### config.mk
export PLATFORM = sky130hd
export DESIGN_NAME = muldiv_ctrl
export DESIGN_NICKNAME = d
export VERILOG_FILES = /design/src/rtl/muldiv_ctrl.sv
export SDC_FILE = /design/constraint.sdc
export NUM_CORES = 1
export LEC_CHECK = 0
export CAP_MARGIN = 20
export CELL_PAD_IN_SITES_DETAIL_PLACEMENT = 1
export CELL_PAD_IN_SITES_GLOBAL_PLACEMENT = 1
export CORE_MARGIN = 1
export CORE_UTILIZATION = 24
export CTS_CLUSTER_DIAMETER = 30
export DETAILED_ROUTE_END_ITERATION = 10
export PLACE_DENSITY_LB_ADDON = 0.08
export SYNTH_ARGS = -nofsm -noshare
export SYNTH_HDL_FRONTEND = slang
export SYNTH_SLANG_ARGS = --single-unit
### constraint.sdc
create_clock -name clk -period 2.08 [get_ports clk]
set_clock_uncertainty 0.05 [all_clocks]
set_input_delay 0.624 -clock clk [delete_from_list [all_inputs] [get_ports clk]]
set_output_delay 0.624 -clock clk [all_outputs]
set_load 0.02 [all_outputs]
### src/rtl/muldiv_ctrl.sv
// muldiv_ctrl: EX-stage sequencer for the fixed-latency multiplier and the
// start/ready divider; latches operands, raises the EX stall and owns HI/LO.
module muldiv_ctrl #(
    parameter int unsigned MUL_LAT = 2
) (
    input  logic        clk,
    input  logic        rst,
    input  logic        inst_mult,
    input  logic        inst_multu,
    input  logic        inst_div,
    input  logic        inst_divu,
    input  logic        inst_mthi,
    input  logic        inst_mtlo,
    input  logic [31:0] src1,
    input  logic [31:0] src2,
    input  logic        ex_hold,
    input  logic        flush,
    output logic        stallreq,
    output logic        busy,
    output logic [31:0] hi_o,
    output logic [31:0] lo_o,
    output logic        div_start,
    output logic        div_signed,
    output logic        div_annul,
    output logic [31:0] div_opdata1,
    output logic [31:0] div_opdata2,
    input  logic [63:0] div_result,
    input  logic        div_ready,
    output logic        mul_signed,
    output logic [31:0] mul_ina,
    output logic [31:0] mul_inb,
    input  logic [63:0] mul_result
);

    localparam int unsigned CNT_W = $clog2(MUL_LAT + 1);

    typedef enum logic [1:0] {
        IDLE     = 2'd0,
        MUL_WAIT = 2'd1,
        DIV_WAIT = 2'd2,
        DONE     = 2'd3
    } state_t;

    state_t             state;
    logic [31:0]        op_a;
    logic [31:0]        op_b;
    logic               sgn;
    logic [CNT_W-1:0]   cnt;
    logic [31:0]        hi;
    logic [31:0]        lo;

    logic               is_div_op;
    logic               is_mul_op;

    assign is_div_op = inst_div | inst_divu;
    assign is_mul_op = inst_mult | inst_multu;

    // Sequencer: ops are only accepted in IDLE, so a held instruction in DONE
    // can never re-issue.
    always_ff @(posedge clk) begin
        if (rst) begin
            state <= IDLE;
            op_a  <= '0;
            op_b  <= '0;
            sgn   <= 1'b0;
            cnt   <= '0;
            hi    <= '0;
            lo    <= '0;
        end else begin
            case (state)
                IDLE: begin
                    if (!flush) begin
                        if (is_div_op) begin
                            op_a  <= src1;
                            op_b  <= src2;
                            sgn   <= inst_div;
                            state <= DIV_WAIT;
                        end else if (is_mul_op) begin
                            op_a  <= src1;
                            op_b  <= src2;
                            sgn   <= inst_mult;
                            cnt   <= CNT_W'(MUL_LAT);
                            state <= MUL_WAIT;
                        end else if (inst_mthi) begin
                            hi <= src1;
                        end else if (inst_mtlo) begin
                            lo <= src1;
                        end
                    end
                end
                MUL_WAIT: begin
                    if (flush) begin
                        state <= IDLE;
                    end else if (cnt == CNT_W'(1)) begin
                        hi    <= mul_result[63:32];
                        lo    <= mul_result[31:0];
                        state <= DONE;
                    end else begin
                        cnt <= cnt - CNT_W'(1);
                    end
                end
                DIV_WAIT: begin
                    if (flush) begin
                        state <= IDLE;
                    end else if (div_ready) begin
                        hi    <= div_result[63:32];
                        lo    <= div_result[31:0];
                        state <= DONE;
                    end
                end
                DONE: begin
                    if (flush || !ex_hold) begin
                        state <= IDLE;
                    end
                end
                default: state <= IDLE;
            endcase
        end
    end

    // Status and handshake outputs; forced low while reset is asserted.
    always_comb begin
        stallreq  = 1'b0;
        busy      = 1'b0;
        div_start = 1'b0;
        div_annul = 1'b0;
        if (!rst) begin
            stallreq  = ((state == IDLE) && (is_div_op || is_mul_op) && !flush)
                        || (state == MUL_WAIT) || (state == DIV_WAIT);
            busy      = (state != IDLE);
            div_start = (state == DIV_WAIT);
            div_annul = (state == DIV_WAIT) && flush;
        end
    end

    assign hi_o        = hi;
    assign lo_o        = lo;
    assign div_opdata1 = op_a;
    assign div_opdata2 = op_b;
    assign mul_ina     = op_a;
    assign mul_inb     = op_b;
    assign div_signed  = sgn;
    assign mul_signed  = sgn;

endmodule

==> flow_metrics.py <==
metrics = {
    "timing": {
        "setup_violations": 3,
        "rsz0062_at_grt": "yes",
        "final_max_slew_viol_count": 0,
        "worst_slack_ps": -270,
        "period_needed_ps": 2350,
        "setup_tns_ps": -510,
        "fin_crit_sh_pct": 113,
        "max_freq_mhz": 426,
        "slew_headroom_pct": 40.4,
        "hold_viol": 0,
        "worst_slew_pin_slew_ps": 894,
    },
    "min_path": {
        "min-delay-path-class": "reg -> reg",
    },
    "routing": {
        "viasPerCell": 4.63,
        "wl_mm": 28.6,
        "drtIter0Drc": 296,
        "drc_errors": 0,
        "firstDrtPassIters": 4,
        "vias": 7296,
        "ant_nets": 0,
        "wl_per_cell_um": 18.2,
    },
    "worst_setup_path": {
        "r2r_setup_slack_ps": 40,
        "endpoint": "stallreq",
        "critPathArrivalTime_ps": 1680,
        "crit_type": "in -> out",
        "path_depth": 5,
        "r2r_start": "state[0]",
        "cp.required_ps": 1410,
        "worst_setup_path_start_kind": "primary input",
        "critPathMaxStageDelay_ps": 540,
        "crit_slowest_cell": "or4_4",
        "cp_max_fo": 2,
        "cp-startpoint": "inst_divu",
        "cp_num_buf_inv": 2,
        "reg2reg_depth": 10,
        "path_delay_family": "simple AND/OR/NAND/NOR gates",
        "r2r-end": "cnt[1]",
        "cpMostUsedCell": "buf_6",
        "end_kind": "output port",
        "path_cells": "buf_6 > or4_4 > a311oi_2 > nor2_2 > buf_6",
    },
    "placed_design": {
        "post-dp-hpwl_mm": 21.1,
        "pre_cts_slack_ps": -1030,
        "port_buffers": 400,
        "gp_routability_congestion": 0.785,
    },
    "floorplan": {
        "die-area_um2": 29200,
        "io_pins": 401,
        "start_util_pct": 24.5,
        "num_rows": 61,
        "core-area_um2": 27900,
        "chipHeight_um": 171,
        "die_x_um": 171,
    },
    "clocking": {
        "cts_buffer_depth": 2,
        "cts_buffers": 17,
        "clock-sinks": 133,
        "clkLatencyLatePin_ps": 420,
        "cts_root_buf": "clkbuf_16",
        "htreeDepth": 4,
        "cts_tree": "yes",
        "path_clk_slew_ps": 60,
    },
    "power_and_ir_drop": {
        "p_leak_uw": 0.00554,
        "ir_drop_mv": 0.483,
        "p_per_area_nw_per_um2": 896,
    },
    "logic_synthesis": {
        "ys_seq_area_share_pct": 38.8,
        "synth_cells": 849,
        "syn-cell-area_um2": 6860,
        "syn_avg_cell_area_um2": 8.08,
        "ys_seq_elements": 133,
        "ys_warn_count": 0,
        "synth.net_count": 1060,
        "yosys.cell_types.count": 43,
    },
    "run": {
        "maxCapViolCount": 0,
    },
    "global_routing": {
        "antenna_found_initial": 0,
        "first_global_vias": 7454,
        "grt_max_degree": 85,
        "grt_usage_pct": 18.8,
        "grt_remaining_overflow": 0,
        "grt_pass1_wl_mm": 41.8,
    },
    "final_layout": {
        "fin_nets": 1395,
        "diodes": 0,
        "drive_gt1_share_pct": 10.1,
        "area.growth.synth_to_final_pct": 68.7,
        "final_util_pct": 41.4,
    },
    "run_status": {
        "violations": "setup timing",
        "outcome": "finished with violations",
    },
}
## cell families after synthesis
kind of cell	share of synthesized area, %
AOI/OAI and AO/OA	24.7
adders and majority gates	1.46
buffers and inverters	13.3
DFF	38.8
muxes	4.67
and+or+nand+nor	17.0
## cells in the final DEF, fill, tap and decap left out, types with 10 or more instances in the layout
cell type,instances
dlymetal6s2s_1,29
mux2i_1,32
a22oi_1,65
dlygate4sd2_1,164
a211o_1,32
a21oi_1,131
nand3_1,32
clkdlybuf4s50_1,198
o21ai_1,31
buf_4,37
buf_12,10
clkbuf_16,17
nand2b_1,34
nor2_1,37
buf_6,15
nand2_1,129
dfxtp_1,131
## timing repair
| action | in CTS | in global routing |
|---|---|---|
| setup endpoints to repair | 223 | 74 |
| hold buffers | 0 | 0 |
| gates cloned | 0 | 2 |
| pin swaps | 5 | 9 |
| resized for setup | 205 | 47 |
| setup buffers | 3 | 4 |
## cell usage after synthesis
library cell	count	area share, %
o31ai_2	1	0.18
a21o_1	1	0.11
nor4b_1	1	0.13
ha_1	8	1.5
buf_6	11	1.8
clkbuf_1	45	2.5
o31ai_1	3	0.33
a211o_1	32	4.1
nor2_1	39	2.1
buf_1	2	0.11
a311oi_1	1	0.13
nand3_2	1	0.15
a221oi_1	1	0.13
or4_4	1	0.16
or2_1	1	0.091
nor2b_1	2	0.18
inv_1	4	0.22
nand3b_1	1	0.11
and2_1	1	0.091
a221o_1	1	0.15
and3b_1	1	0.13
buf_4	69	7.6
a21oi_1	131	9.6
nand4b_4	1	0.35
dfxtp_1	133	39
nand2_1	129	7.1
nand3_1	32	2.3
o21ai_1	32	2.3
a31oi_1	1	0.091
buf_2	15	1.1
nand4_1	1	0.091
or4_1	2	0.22
o21ai_0	4	0.29
nand4b_1	1	0.13
a22oi_1	65	7.1
nor3_1	3	0.22
clkinv_1	1	0.055
nand2b_1	35	3.2
a2bb2oi_1	1	0.13
and4_1	1	0.13
a21boi_1	1	0.11
and3_1	1	0.091
mux2i_1	32	4.7
## worst min-delay path: cells and delay by family (launching register included)
| family | cells | cell delay [ps] |
|---|---|---|
| AOI/OAI and AO/OA | 2 | 100 |
| DFF | 1 | 310 |
## stage by stage
step	hold WS [ps]	cell area, um2	std cells	total power [uW]
3_5_place_dp	418	11000	1535	7640
4_1_cts	423	11400	1569	10400
3_3_place_gp	408	11000	1535	7620
2_1_floorplan	421	6880	849	5610
6_report	411	11600	1575	10400
5_1_grt	442	11600	1575	11000
## registers in the layout (all words and copies together), names as in the netlist
signal and cells:
div_signed 1, cnt 2, lo_o 32, div_opdata1 32
hi_o 32, div_opdata2 32, state 2
## metal layers
layer / part of all wire (%) / vias up / GRT usage (%) / routed length, um
met1: 43 / 3456 / 22.2 / 12200
met4: 0.73 / 0 / 4.15 / 209
li1: - / 3577 / - / -
met2: 50 / 249 / 33.5 / 14200
met5: 0 / - / 0 / 0
met3: 6.9 / 14 / 5.02 / 1970
## where the power goes
part | internal (uW) | switching [uW] | leakage, uW
combinational | 1870 | 2520 | 0.00419
sequential | 2840 | 176 | 0.00109
clock | 1700 | 1250 | 0.000264
total | 6410 | 3950 | 0.00554
## worst min-delay path by stage
stage	startpoint	endpoint	slack, ps	cells after the start
floorplan	cnt[0]	cnt[0]	420	2
CTS	div_opdata2[16]	div_opdata2[16]	420	2
global placement	div_opdata2[2]	div_opdata2[2]	410	2
finish	lo_o[0]	lo_o[0]	410	2
global route	lo_o[0]	lo_o[0]	440	2
detailed placement	div_opdata1[8]	div_opdata1[8]	420	2
## cell type report
type / instances / area (um2)
Clock inverter: 12 / 121
Timing Repair Buffer: 458 / 4450
Inverter: 5 / 18.8
Tap cell: 378 / 473
Clock buffer: 20 / 447
Sequential cell: 133 / 2670
Multi-Input combinational cell: 569 / 3390
Fill cell: 3303 / 16400
(Power assumes the default switching activity.)
